<file path="src/rtl/cache_pkg.sv">
// Shared types and sizing for the cache block-fill controller.
package cache_pkg;

   typedef enum logic {
      IDLE = 1'b0,
      FILL = 1'b1
   } fill_state_e;

   localparam int BLOCK_WORDS    = 8;
   localparam int WORD_IDX_W     = 3;
   localparam int BLOCK_OFFSET_W = 4;

endpackage

</file>
<file path="src/rtl/cache_fill_fsm_if.sv">
// Miss/memory/array handshake bundle between a cache and its fill controller.
interface cache_fill_fsm_if
   import cache_pkg::*;
#(
   parameter int ADDR_W = 16
) ();

   logic                  miss_detected;
   logic [ADDR_W-1:0]     miss_address;
   logic                  memory_data_valid;
   logic [15:0]           memory_data;
   logic                  fsm_busy;
   logic                  memory_read;
   logic [ADDR_W-1:0]     memory_address;
   logic                  write_data_array;
   logic [WORD_IDX_W-1:0] data_word_index;
   logic [15:0]           data_word;
   logic                  write_tag_array;

   // master: the fill controller; slave: the cache plus main memory around it
   modport master (
      input  miss_detected, miss_address, memory_data_valid, memory_data,
      output fsm_busy, memory_read, memory_address, write_data_array,
             data_word_index, data_word, write_tag_array
   );

   modport slave (
      output miss_detected, miss_address, memory_data_valid, memory_data,
      input  fsm_busy, memory_read, memory_address, write_data_array,
             data_word_index, data_word, write_tag_array
   );

endinterface

</file>
<file path="src/rtl/fill_word_counter.sv">
// Loadable word-index counter that wraps modulo the block size and flags
// when a full block's worth of increments has been taken.
module fill_word_counter
   import cache_pkg::*;
#(
   parameter int W = WORD_IDX_W
) (
   input  logic         clk,
   input  logic         rst_n,
   input  logic         load_i,
   input  logic [W-1:0] load_val_i,
   input  logic         inc_i,
   output logic [W-1:0] idx_o,
   output logic         last_o,
   output logic         done_o
);

   localparam logic [W:0] LAST_CNT = (W+1)'(BLOCK_WORDS - 1);
   localparam logic [W:0] DONE_CNT = (W+1)'(BLOCK_WORDS);

   logic [W-1:0] idx_q, idx_d;
   logic [W:0]   cnt_q, cnt_d;

   assign idx_o  = idx_q;
   assign last_o = (cnt_q == LAST_CNT);
   assign done_o = (cnt_q == DONE_CNT);

   // idx wraps freely; cnt saturates at a full block so extra incs are inert
   always_comb begin
      idx_d = idx_q;
      cnt_d = cnt_q;
      if (load_i) begin
         idx_d = load_val_i;
         cnt_d = '0;
      end else if (inc_i && !done_o) begin
         idx_d = idx_q + 1'b1;
         cnt_d = cnt_q + 1'b1;
      end
   end

   always_ff @(posedge clk or negedge rst_n) begin
      if (!rst_n) begin
         idx_q <= '0;
         cnt_q <= '0;
      end else begin
         idx_q <= idx_d;
         cnt_q <= cnt_d;
      end
   end

endmodule

</file>
<file path="src/rtl/cache_fill_fsm.sv">
// Cache miss fill controller: requests one block from memory, streams words
// into the data array, then writes the tag. Option: CACHE_CRITICAL_WORD_FIRST_EN.
module cache_fill_fsm
   import cache_pkg::*;
#(
   parameter int ADDR_W = 16
) (
   input  logic             clk,
   input  logic             rst_n,
   cache_fill_fsm_if.master bus
);

   localparam int BLK_W = ADDR_W - BLOCK_OFFSET_W;

   fill_state_e           state_q, state_d;
   logic [BLK_W-1:0]      blk_q, blk_d;
   logic [WORD_IDX_W-1:0] start_idx;
   logic [WORD_IDX_W-1:0] req_idx, rcv_idx;
   logic                  ctr_load, req_inc, rcv_inc;
   logic                  req_done, rcv_last, rcv_done;
   logic                  unused_req_last;
   logic                  unused_addr_bits;

`ifdef CACHE_CRITICAL_WORD_FIRST_EN
   assign start_idx        = bus.miss_address[BLOCK_OFFSET_W-1:1];
   assign unused_addr_bits = bus.miss_address[0];
`else
   assign start_idx        = '0;
   assign unused_addr_bits = ^bus.miss_address[BLOCK_OFFSET_W-1:0];
`endif

   fill_word_counter #(.W(WORD_IDX_W)) u_req_cnt (
      .clk        (clk),
      .rst_n      (rst_n),
      .load_i     (ctr_load),
      .load_val_i (start_idx),
      .inc_i      (req_inc),
      .idx_o      (req_idx),
      .last_o     (unused_req_last),
      .done_o     (req_done)
   );

   fill_word_counter #(.W(WORD_IDX_W)) u_rcv_cnt (
      .clk        (clk),
      .rst_n      (rst_n),
      .load_i     (ctr_load),
      .load_val_i (start_idx),
      .inc_i      (rcv_inc),
      .idx_o      (rcv_idx),
      .last_o     (rcv_last),
      .done_o     (rcv_done)
   );

   always_comb begin
      state_d              = state_q;
      blk_d                = blk_q;
      ctr_load             = 1'b0;
      req_inc              = 1'b0;
      rcv_inc              = 1'b0;
      bus.fsm_busy         = 1'b0;
      bus.memory_read      = 1'b0;
      bus.memory_address   = '0;
      bus.write_data_array = 1'b0;
      bus.data_word_index  = '0;
      bus.data_word        = '0;
      bus.write_tag_array  = 1'b0;
      case (state_q)
         IDLE: begin
            // stall in the miss cycle itself; stray memory valids are ignored here
            bus.fsm_busy = bus.miss_detected;
            if (bus.miss_detected) begin
               blk_d    = bus.miss_address[ADDR_W-1:BLOCK_OFFSET_W];
               ctr_load = 1'b1;
               state_d  = FILL;
            end
         end
         FILL: begin
            bus.fsm_busy = 1'b1;
            if (!req_done) begin
               bus.memory_read    = 1'b1;
               bus.memory_address = {blk_q, req_idx, 1'b0};
               req_inc            = 1'b1;
            end
            if (bus.memory_data_valid && !rcv_done) begin
               bus.write_data_array = 1'b1;
               bus.data_word_index  = rcv_idx;
               bus.data_word        = bus.memory_data;
               rcv_inc              = 1'b1;
               if (rcv_last) begin
                  bus.write_tag_array = 1'b1;
                  state_d             = IDLE;
               end
            end
         end
         default: state_d = IDLE;
      endcase
   end

   always_ff @(posedge clk or negedge rst_n) begin
      if (!rst_n) begin
         state_q <= IDLE;
         blk_q   <= '0;
      end else begin
         state_q <= state_d;
         blk_q   <= blk_d;
      end
   end

endmodule

</file>
<file path="src/flat_wrapper.sv">
// flat-port wrapper written by rule: the top's interface ports become plain ports
module cache_fill_fsm_flat import cache_pkg::*;
#(
   parameter int ADDR_W = 16
)
  (clk, rst_n, bus_miss_detected, bus_miss_address, bus_memory_data_valid, bus_memory_data, bus_fsm_busy, bus_memory_read, bus_memory_address, bus_write_data_array, bus_data_word_index, bus_data_word, bus_write_tag_array);
  cache_fill_fsm_if #(.ADDR_W(ADDR_W)) bus_i ();
  input  logic clk;
  input  logic rst_n;
  input wire logic [$bits(bus_i.miss_detected)-1:0] bus_miss_detected;
  input wire logic [$bits(bus_i.miss_address)-1:0] bus_miss_address;
  input wire logic [$bits(bus_i.memory_data_valid)-1:0] bus_memory_data_valid;
  input wire logic [$bits(bus_i.memory_data)-1:0] bus_memory_data;
  output wire logic [$bits(bus_i.fsm_busy)-1:0] bus_fsm_busy;
  output wire logic [$bits(bus_i.memory_read)-1:0] bus_memory_read;
  output wire logic [$bits(bus_i.memory_address)-1:0] bus_memory_address;
  output wire logic [$bits(bus_i.write_data_array)-1:0] bus_write_data_array;
  output wire logic [$bits(bus_i.data_word_index)-1:0] bus_data_word_index;
  output wire logic [$bits(bus_i.data_word)-1:0] bus_data_word;
  output wire logic [$bits(bus_i.write_tag_array)-1:0] bus_write_tag_array;
  assign bus_i.miss_detected = bus_miss_detected;
  assign bus_i.miss_address = bus_miss_address;
  assign bus_i.memory_data_valid = bus_memory_data_valid;
  assign bus_i.memory_data = bus_memory_data;
  assign bus_fsm_busy = bus_i.fsm_busy;
  assign bus_memory_read = bus_i.memory_read;
  assign bus_memory_address = bus_i.memory_address;
  assign bus_write_data_array = bus_i.write_data_array;
  assign bus_data_word_index = bus_i.data_word_index;
  assign bus_data_word = bus_i.data_word;
  assign bus_write_tag_array = bus_i.write_tag_array;
  cache_fill_fsm #(.ADDR_W(ADDR_W)) u_core (.clk(clk), .rst_n(rst_n), .bus(bus_i));
endmodule
</file>
<file path="config.mk">
export PLATFORM = sky130hd
export DESIGN_NAME = cache_fill_fsm_flat
export DESIGN_NICKNAME = d
export VERILOG_FILES = /design/src/rtl/cache_pkg.sv /design/src/rtl/cache_fill_fsm_if.sv /design/src/rtl/fill_word_counter.sv /design/src/rtl/cache_fill_fsm.sv /design/src/flat_wrapper.sv
export SDC_FILE = /design/constraint.sdc
export NUM_CORES = 1
export LEC_CHECK = 0
export CORE_MARGIN = 5
export CORE_UTILIZATION = 36
export DETAILED_ROUTE_END_ITERATION = 7
export MAX_ROUTING_LAYER = met4
export PLACE_DENSITY_LB_ADDON = 0.3
export SLEW_MARGIN = 20
export SYNTH_ARGS = -nofsm -noshare
export SYNTH_HDL_FRONTEND = slang
export SYNTH_SLANG_ARGS = --single-unit
</file>
<file path="constraint.sdc">
create_clock -name clk -period 1.5 [get_ports clk]
set_clock_uncertainty 0.1 [all_clocks]
set_input_delay 0.3 -clock clk [delete_from_list [all_inputs] [get_ports clk]]
set_output_delay 0.3 -clock clk [all_outputs]
set_load 0.05 [all_outputs]
</file>
==> results of run 1 <==
==> per-layer routing <==
layer / vias up / GRT usage / share of wire
li1: 737 / - / -
met1: 684 / 0.1751 / 0.40
met2: 70 / 0.2646 / 0.45
met3: 3 / 0.05277 / 0.14
met4: 0 / 0.02913 / 0.0076
met5: - / - / 0
==> repair_timing <==
item	CTS	global route
cloned	1	0
gates resized for setup	19	8
endpoints found under the setup margin	45	59
pin swaps	5	4
buffers inserted	7	9
==> cells in the mapped netlist <==
cell type	number	share of area
a22o_1	2	0.011
and3b_2	2	0.013
buf_6	2	0.015
a21oi_1	1	0.0033
nor2_1	6	0.015
mux2_2	1	0.0073
o211ai_1	3	0.015
and2_1	34	0.14
a21bo_2	1	0.0065
nand2b_1	1	0.0041
o31ai_1	3	0.015
mux2_4	1	0.0098
conb_1	1	0.0024
nand3b_1	1	0.0049
nor2b_4	1	0.0090
buf_4	4	0.020
nor2b_1	1	0.0041
nand2_1	44	0.11
mux2i_1	8	0.052
dfrtp_1	27	0.44
inv_1	7	0.017
xnor2_1	1	0.0057
ha_1	6	0.049
buf_2	3	0.0098
nor2_8	1	0.013
nand3_1	4	0.013
==> registers in the layout, indices dropped and copies added (netlist names) <==
signal,cells
u_core.blk_q,12
u_core.u_rcv_cnt.cnt_q,4
u_core.u_req_cnt.cnt_q,4
u_core.u_rcv_cnt.idx_o,3
u_core.u_req_cnt.idx_o,3
u_core.state_q,1
==> placed cells by master, fill, tap and decap left out, types with 2 or more instances in the layout <==
| master | synthesis | routed |
|---|---|---|
| nor2_4 | 0 | 3 |
| o31ai_1 | 3 | 3 |
| o211ai_1 | 3 | 3 |
| nor2_1 | 6 | 4 |
| dfrtp_1 | 27 | 26 |
| inv_1 | 7 | 2 |
| buf_6 | 2 | 7 |
| inv_2 | 0 | 5 |
| mux2i_1 | 8 | 8 |
| nand2_1 | 44 | 43 |
| nand3_1 | 4 | 4 |
| a22o_1 | 2 | 2 |
| and3b_2 | 2 | 2 |
| buf_4 | 4 | 31 |
| ha_4 | 0 | 3 |
| ha_1 | 6 | 3 |
| clkbuf_8 | 0 | 3 |
| clkdlybuf4s50_1 | 0 | 30 |
| and2_4 | 0 | 34 |
| buf_12 | 0 | 40 |
==> cells by family (layout without fill, tap and decap cells) <==
group                    Yosys count  in the layout  share of synthesized area
AND/OR/NAND/NOR                   95             96                     0.3219
flip-flops                        27             27                     0.4401
buffers and inverters             16            120                    0.06112
AO/OA/AOI/OAI                     10             10                    0.05053
multiplexers                      10             10                    0.06927
adder cells (fa/ha/maj)            6              6                    0.04890
other                              1              1                   0.002443
XOR/XNOR                           1              1                   0.005706
==> final cells by class <==
| cell class | count | area, um2 |
|---|---|---|
| Inverter | 7 | 26.28 |
| Sequential cell | 27 | 676.9 |
| Clock buffer | 4 | 45.04 |
| Timing Repair Buffer | 109 | 1421 |
| Fill cell | 238 | 900.9 |
| Tap cell | 50 | 62.56 |
| Multi-Input combinational cell | 124 | 924.6 |
==> power breakdown <==
| group | internal (uW) | total, uW | switching (uW) |
|---|---|---|---|
| clock network | 190 | 409 | 219 |
| registers | 1080 | 1320 | 234 |
| logic | 2880 | 5430 | 2550 |
==> path summary, 6_finish.rpt <==
| check | from | end | slack, ns |
|---|---|---|---|
| max | u_core.u_rcv_cnt.cnt_q[1] | bus_data_word_index[1] | -0.59 |
| min | rst_n | u_core.blk_q[6] | 0.28 |
| max reg2reg | u_core.u_rcv_cnt.cnt_q[1] | u_core.u_rcv_cnt.cnt_q[1] | -0.32 |
| min reg2reg | u_core.blk_q[4] | u_core.blk_q[4] | 0.38 |
| max in group asynchronous | rst_n | u_core.state_q | 0.86 |
| min in group clk | u_core.blk_q[4] | u_core.blk_q[4] | 0.38 |
==> stage by stage <==
| stage | hold WS [ns] | std cells | power [uW] | util | setup slack, ns |
|---|---|---|---|---|---|
| 2_1_floorplan | -0.09559 | 166 | 4159 | - | -0.3152 |
| 3_3_place_gp | 0.3601 | 304 | 6317 | 0.7212 | -0.4178 |
| 3_5_place_dp | 0.3648 | 304 | 6410 | 0.7212 | -0.4562 |
| 4_1_cts | 0.2766 | 314 | 7031 | 0.7598 | -0.5868 |
| 5_1_grt | 0.2998 | 321 | 7575 | 0.7780 | -0.6923 |
| 6_report | 0.2806 | 321 | 7157 | 0.7780 | -0.5897 |
==> flow_metrics.tcl, run 1 <==
set metrics [dict create \
    drive_gt1_frac 0.5018 \
    first_iter_violations 40 \
    routed_wl_um 4231 \
    route.detailed.drc 0 \
    detail_route.wl_per_cell_um 13.18 \
    die_w_um 75.31 \
    syn_area_per_cell_um2 9.248 \
    crit_family "simple AND/OR/NAND/NOR gates" \
    fin_ws_ns -0.5897 \
    drv_slew 0 \
    vdd_ir_drop_max_mv 1.604 \
    hold_buffers 0 \
    synth_area_mm2 0.001535 \
    rsz0062_at_grt "true" \
    required_ns 1.10 \
    start_util 0.3784 \
    cp_max_fo 5 \
    synth_cell_types 26 \
    core_area_mm2 0.004058 \
    cp_cell_sequence "inv_2 > ha_4 > and3b_2 > nor2_4 > buf_6 > and2_4 > buf_12" \
    cp_slowest_cell "dfrtp_1" \
    ys_ff_latch 27 \
    syn2layout_area_growth_pct 105.6 \
    cts.sinks 27 \
    postSynthCellCount 166 \
    ant_nets 0 \
    ys_seq_area_frac 0.4401 \
    antenna-diode-count 0 \
    grt-ovfl-total 0 \
    arrival_ns 1.69 \
    root_buffer "clkbuf_8" \
    power.density_mw_per_mm2 2267 \
    gp_congestion 0.7306 \
    vias 1494 \
    max_freq_ghz 0.4785 \
    grt_pass1_wl_um 6610 \
    dieArea_mm2 0.005671 \
    hold_viol 0 \
    fin_crit_ns 2.090 \
    layout.nets 314 \
    yosysWarnings 0 \
    antenna_found_initial 0 \
    clock_latency_ns 0.27 \
    via_per_inst 4.654 \
    finish.instance_area_mm2 0.003157 \
    leakage_uw 0.001539 \
    grt_max_degree 28 \
    io_pins 75 \
    die-height_um 75.31 \
    status "finished, violations left" \
    slowest_delay_ns 0.38 \
    firstDrtPassIters 4 \
    cts_buffer_depth 2 \
    failed_checks "negative setup slack" \
    min_period_over_period 1.393 \
    crit_cells 7 \
    end_kind "primary output" \
    htree_levels 1 \
    cts_tree "built" \
    cp-start-kind "register" \
    post_dp_cell_area_mm2 0.002927 \
    setup_viol 47 \
    cts_buffers 3 \
    maxCapViolCount 0 \
    holdCritPathClass "primary input to asynchronous set/reset pin" \
    clkSlewWorstSetupHoldPaths_ns 0.09 \
    syn_nets 208 \
    row_count 23 \
    grt_pass1_vias 1494 \
    grt_usage 0.1539 \
    place.port_buffers 69 \
    dp.final_hpwl_um 3191 \
    fin_tns_setup_ns -20.94 \
    worstSetupPathType "register to primary output" \
    r2r_cells 7 \
    path_buf_inv 3 \
]
Note: power is estimated with default switching activity, not from simulation.
==> inputs of run 2 (changes only) <==
--- a/config.mk
+++ b/config.mk
@@ -10,6 +10,7 @@
 export DETAILED_ROUTE_END_ITERATION = 7
 export MAX_ROUTING_LAYER = met4
 export PLACE_DENSITY_LB_ADDON = 0.3
+export SETUP_SLACK_MARGIN = 0.02
 export SLEW_MARGIN = 20
 export SYNTH_ARGS = -nofsm -noshare
 export SYNTH_HDL_FRONTEND = slang
==> run 2 against run 1 <==
The run still ends with negative setup slack left. Worst setup slack got worse by 0.0094 ns. Highest routed layer unchanged. Sequential share of layout area fell by 0.085 points. Largest cell class unchanged. Total power rose by 0.32%. Critical path depth did not move. Clock power barely moved. Sequential power barely moved. Final cell count rose by 0.31%. Worst hold slack got worse by 0.0019 ns. Flip-flop and latch count did not move. Combinational power barely moved. Fmax fell by 0.45%. First-iteration DRC count fell by 7.5%.
==> flow_metrics.tcl, run 2 (synthesis results as in run 1) <==
set metrics [dict create \
    firstDrtPassIters 4 \
    post_dp_cell_area_mm2 0.002927 \
    dp.final_hpwl_um 3191 \
    detail_route.wl_per_cell_um 13.40 \
    grt_pass1_wl_um 6741 \
    max_freq_ghz 0.4764 \
    hold_buffers 0 \
    cp_max_fo 5 \
    arrival_ns 1.70 \
    clock_latency_ns 0.27 \
    finish.instance_area_mm2 0.003169 \
    failed_checks "negative setup slack" \
    power.density_mw_per_mm2 2265 \
    hold_viol 0 \
    drive_gt1_frac 0.5000 \
    whs_ns 0.2787 \
    top_register "u_core.blk_q" \
    ant_nets 0 \
    min_period_over_period 1.399 \
    first_iter_violations 37 \
    top_regs "u_core.blk_q (12), u_core.u_rcv_cnt.cnt_q (4), u_core.u_req_cnt.cnt_q (4)" \
    antenna-diode-count 0 \
    fillers 237 \
    io_pins 75 \
    grt-ovfl-total 0 \
    syn2layout_area_growth_pct 106.4 \
    maxCapViolCount 0 \
    cts_tree "built" \
    start_util 0.3784 \
    cp-start-kind "register" \
    end_kind "primary output" \
    layout.nets 315 \
    cts_buffers 3 \
    place.port_buffers 69 \
    fin_crit_ns 2.099 \
    core_area_mm2 0.004058 \
    fin_ws_ns -0.5991 \
    routed_wl_um 4316 \
    leakage_uw 0.001547 \
    final_common_cell "nand2_1" \
    row_count 23 \
    worstSetupPathType "register to primary output" \
    grt_max_degree 28 \
    fin_tns_setup_ns -21.55 \
    grt_usage 0.1579 \
    dp_slack_ns -0.4562 \
    status "finished, violations left" \
    antenna_found_initial 0 \
    rsz0062_at_grt "true" \
    cts_buffer_depth 2 \
    vdd_ir_drop_max_mv 1.500 \
    vias 1506 \
    die-height_um 75.31 \
    htree_levels 1 \
    route.detailed.drc 0 \
    grt_pass1_vias 1502 \
    root_buffer "clkbuf_8" \
    drv_slew 0 \
    via_per_inst 4.677 \
    largest_reg_flops 12 \
    dieArea_mm2 0.005671 \
    clkSlewWorstSetupHoldPaths_ns 0.09 \
    cts.sinks 27 \
    die_w_um 75.31 \
    gp_congestion 0.7306 \
    required_ns 1.10 \
    layout_common_cells "nand2_1 (43), buf_12 (40), and2_4 (34)" \
    holdCritPathClass "primary input to asynchronous set/reset pin" \
    setup_viol 47 \
]
## run 2: cell count changes in the layout (fill, tap and decap cells not counted)
cell / before / now
inv_2: 5 / 4
nor2b_4: 1 / 2
buf_4: 31 / 32
inv_1: 2 / 3
nor2b_2: 1 / 0
## run 2: stage by stage
| stage | total power [uW] | utilization | cells |
|---|---|---|---|
| floorplan | 4159 | - | 166 |
| global placement | 6317 | 0.7212 | 304 |
| detailed placement | 6410 | 0.7212 | 304 |
| CTS | 7033 | 0.7604 | 314 |
| global route | 7580 | 0.7811 | 322 |
| finish | 7180 | 0.7811 | 322 |
## run 2: layer usage
layer,GRT usage,vias up,share of wire
li1,-,741,-
met1,0.1859,696,0.42
met2,0.2771,66,0.47
met3,0.03694,3,0.11
met4,0.02913,0,0.0074
met5,-,-,0
## run 2: critical path: stages (launching register included)
cell,delay (ns)
dfrtp_1,0.39
inv_2,0.07
ha_4,0.16
and3b_2,0.26
nor2_4,0.15
buf_6,0.13
and2_4,0.15
buf_12,0.13
## run 2: layout make-up
| class | instances | area, um2 | share of cell area |
|---|---|---|---|
| clock buffer | 4 | 45.04 | 0.01421 |
| inverter | 7 | 26.28 | 0.008291 |
| multi-input combinational | 124 | 929.6 | 0.2933 |
| sequential | 27 | 676.9 | 0.2136 |
| tap | 50 | 62.56 | 0.01974 |
| timing repair buffer | 110 | 1429 | 0.4508 |
## run 2: final timing paths
kind / to / startpoint / slack (ns) / cells after the start
worst max-delay path: bus_data_word_index[1] / u_core.u_rcv_cnt.cnt_q[1] / -0.60 / 7
worst min-delay path: u_core.blk_q[6] / rst_n / 0.28 / 2
worst max register to register: u_core.u_rcv_cnt.cnt_q[1] / u_core.u_rcv_cnt.cnt_q[1] / -0.33 / 7
worst min register to register: u_core.blk_q[4] / u_core.blk_q[4] / 0.38 / 2
max in group asynchronous: u_core.state_q / rst_n / 0.86 / 2
min in group clk: u_core.blk_q[4] / u_core.blk_q[4] / 0.38 / 2
## run 2: power by group
group	switching (uW)	total, uW	internal (uW)	leakage [uW]
clock	221	411	190	0.0000228
combinational	2570	5450	2890	0.00120
sequential	232	1320	1080	0.000327
total	3020	7180	4160	0.00155
## run 2: repair_timing
item	in CTS	in global routing
setup buffers	7	10
endpoints found under the setup margin	47	47
pin swaps	5	4
gates resized for setup	20	7
gates cloned	1	0
hold endpoints to repair	0	0
==> inputs of run 3 (changes only) <==
--- a/config.mk
+++ b/config.mk
@@ -5,8 +5,10 @@
 export SDC_FILE = /design/constraint.sdc
 export NUM_CORES = 1
 export LEC_CHECK = 0
+export ABC_AREA = 1
 export CORE_MARGIN = 5
-export CORE_UTILIZATION = 36
+export CORE_UTILIZATION = 40
+export CTS_BUF_LIST = sky130_fd_sc_hd__clkbuf_8 sky130_fd_sc_hd__clkbuf_16
 export DETAILED_ROUTE_END_ITERATION = 7
 export MAX_ROUTING_LAYER = met4
 export PLACE_DENSITY_LB_ADDON = 0.3
==> constraint.sdc (replaced) <==
create_clock -name clk -period 2 [get_ports clk]
set_clock_uncertainty 0.1 [all_clocks]
set_input_delay 0.4 -clock clk [delete_from_list [all_inputs] [get_ports clk]]
set_output_delay 0.4 -clock clk [all_outputs]
set_load 0.05 [all_outputs]
==> run 3 against run 2 <==
The flow still finishes with violations (negative setup slack). Flip-flop and latch count stayed put. Synthesized cell count up 26%. Clock-buffer cell count down 1. Global-route usage rose by 9.3 points. Via count is 15% higher. Sequential share of layout area fell by 0.48 points. Non-clock buffer count is 21 lower. Critical path type unchanged.
==> flow_metrics.tcl, run 3 <==
set metrics [dict create \
    holdCritPathClass "primary input to asynchronous set/reset pin" \
    fin_ws_ns -0.08181 \
    gp_congestion 0.8108 \
    layout.nets 340 \
    maxCapViolCount 0 \
    top_register "u_core.blk_q" \
    firstDrtPassIters 4 \
    synth_xor_area_frac 0.02269 \
    synth_cell_types 22 \
    worstSetupPathType "register to primary output" \
    dp_cells 327 \
    slowest_delay_ns 0.41 \
    rsz0062_at_grt "true" \
    arrival_ns 1.58 \
    antenna_found_initial 0 \
    timing.critical_path.to "bus_data_word[14]" \
    dieArea_mm2 0.005203 \
    synth_top_area_cell "dfrtp_1" \
    cp-start-kind "register" \
    required_ns 1.50 \
    layout_common_cells "inv_1 (42), buf_12 (39), nand2_1 (35)" \
    top_regs "u_core.blk_q (12), u_core.u_rcv_cnt.cnt_q (4), u_core.u_req_cnt.cnt_q (4)" \
    vias 1727 \
    failed_checks "negative setup slack" \
    root_buffer "clkbuf_8" \
    via_per_inst 5.006 \
    syn_nets 251 \
    final_common_cell "inv_1" \
    cp_cell_sequence "inv_1 > ha_4 > nand3_4 > nand2_8 > nor2_4 > buf_12" \
    row_count 22 \
    place.port_buffers 69 \
    postSynthCellCount 209 \
    yosysWarnings 0 \
    synth_commonest_cells "inv_1 (46), nand2_1 (36), nor2_1 (36)" \
    reg2reg_from "u_core.u_rcv_cnt.cnt_q[0]" \
    cts.sinks 27 \
    htree_levels 1 \
    cts_tree "built" \
    grt_usage 0.2513 \
    start_util 0.4186 \
    worstSetupStartpoint "u_core.u_rcv_cnt.cnt_q[0]" \
    instances_no_fill 345 \
    ant_nets 0 \
    cts_buffer_depth 2 \
    min_period_over_period 1.041 \
    postLayoutCoreUtil 0.8789 \
    cts_buffers 3 \
    r2r_end "u_core.u_rcv_cnt.idx_o[0]" \
    leakage_uw 0.001526 \
    fin_crit_ns 2.082 \
    route.detailed.drc 0 \
    drv_slew 0 \
    grt_pass1_wl_um 9501 \
    die-height_um 72.13 \
    syn_area_per_cell_um2 7.387 \
    ys_seq_area_frac 0.4376 \
    setup_viol 21 \
    syn2layout_area_growth_pct 110.0 \
    r2r_cells 9 \
    core_area_mm2 0.003689 \
    yosys.area_share.simple 0.2731 \
    fin_tns_setup_ns -1.218 \
    synth_compound_gate_area_share 0.05592 \
    max_freq_ghz 0.4804 \
    synth_area_mm2 0.001544 \
    synth_most_common_cell "inv_1" \
    status "finished, violations left" \
    post_synth_fa_ha_maj_area_fraction 0.04862 \
    first_iter_violations 148 \
    io_pins 75 \
    synth_top_family_by_area "simple AND/OR/NAND/NOR gates" \
    ys_ff_latch 27 \
    synth_mux_area_frac 0 \
    fillers 166 \
    largest_reg_flops 12 \
    grt-ovfl-total 0 \
    die_w_um 72.13 \
    clkSlewWorstSetupHoldPaths_ns 0.10 \
    synth_edf_count 0 \
    power.density_mw_per_mm2 1822 \
    vdd_ir_drop_max_mv 1.643 \
    cp_slowest_cell "dfrtp_1" \
    async_flop_share 1.000 \
    antenna-diode-count 0 \
    end_kind "primary output" \
    drive_gt1_frac 0.4007 \
    synthFlopType "dfrtp_1" \
    cp_max_fo 5 \
    hold_viol 0 \
    synth.area.top_cells "dfrtp_1 (44%), inv_1 (11%), nand2_1 (8.8%), nor2_1 (8.8%), nand3_1 (6.5%)" \
    grt_pass1_vias 1786 \
    detail_route.wl_per_cell_um 17.33 \
    dp.final_hpwl_um 3231 \
    synth_top_area_share 0.4376 \
    r2r_slack_ns 0.29 \
    clock_latency_ns 0.29 \
    routed_wl_um 5978 \
    grt_max_degree 28 \
]
[run 3: area by class of cell]
| type | count | area, um2 | area share |
|---|---|---|---|
| Sequential cell | 27 | 676.9 | 0.2088 |
| Clock buffer | 3 | 41.29 | 0.01274 |
| Clock inverter | 1 | 3.754 | 0.001158 |
| Inverter | 49 | 198.9 | 0.06137 |
| Timing Repair Buffer | 89 | 1252 | 0.3863 |
| Multi-Input combinational cell | 128 | 1008 | 0.3111 |
| Tap cell | 48 | 60.06 | 0.01853 |
[run 3: report_power, final]
part / internal, uW / leakage [uW] / switching [uW]
registers: 822 / 0.000315 / 202
logic: 2020 / 0.00118 / 2540
clock network: 139 / 0.0000269 / 183
[run 3: cell families (layout without fill, tap and decap cells)]
kind of cell / count (synthesis) / in the layout
DFF: 27 / 27
xor gates and xnor gates: 4 / 4
and+or+nand+nor: 98 / 101
buffers and inverters: 57 / 142
AOI/OAI and AO/OA: 16 / 16
other: 1 / 1
adders and majority gates: 6 / 6
[run 3: stage by stage]
stage / total power (uW) / hold slack (ns) / cell area [um2] / setup slack (ns)
final: 5906 / 0.3728 / 3242 / -0.08181
after global placement: 4589 / 0.4146 / 2743 / -0.1253
after global routing: 6184 / 0.4074 / 3242 / -0.1171
after CTS: 5559 / 0.3920 / 3146 / -0.05185
after detailed placement: 4675 / 0.4301 / 2743 / -0.1710
after floorplan: 2925 / 0.004409 / 1594 / -0.1460
[run 3: what timing repair did]
item,in CTS,in global routing
setup endpoints to repair,36,37
pin swaps,5,6
gates cloned,4,0
buffers inserted,5,5
gates resized for setup,61,16
hold buffers,0,0
[run 3: per-layer routing]
layer  wire length [um]  share of wire  vias up  GRT usage
li1                   -              -      798          -
met4                194          0.032        0     0.1106
met1               2006           0.34      810     0.2524
met5                  0              0        -          -
met2               3331           0.56       93     0.4570
met3                445          0.074       26    0.06094
[run 3: worst min path at each step]
stage	end	start	cells past startpoint	slack, ns
6_report	u_core.blk_q[9]	rst_n	2	0.37
5_1_grt	u_core.blk_q[9]	rst_n	2	0.41
4_1_cts	u_core.blk_q[9]	rst_n	2	0.39
3_5_place_dp	u_core.u_rcv_cnt.idx_o[1]	u_core.u_rcv_cnt.idx_o[1]	2	0.43
3_3_place_gp	u_core.blk_q[4]	u_core.blk_q[4]	2	0.41
2_1_floorplan	u_core.blk_q[0]	rst_n	0	0.004
[run 3: worst max-delay path, delay by kind of cell (launching register included)]
family / cells / cell delay [ns]
fa+ha+maj: 1 / 0.15
simple gates: 3 / 0.48
buf+inv: 2 / 0.24
flops: 1 / 0.41
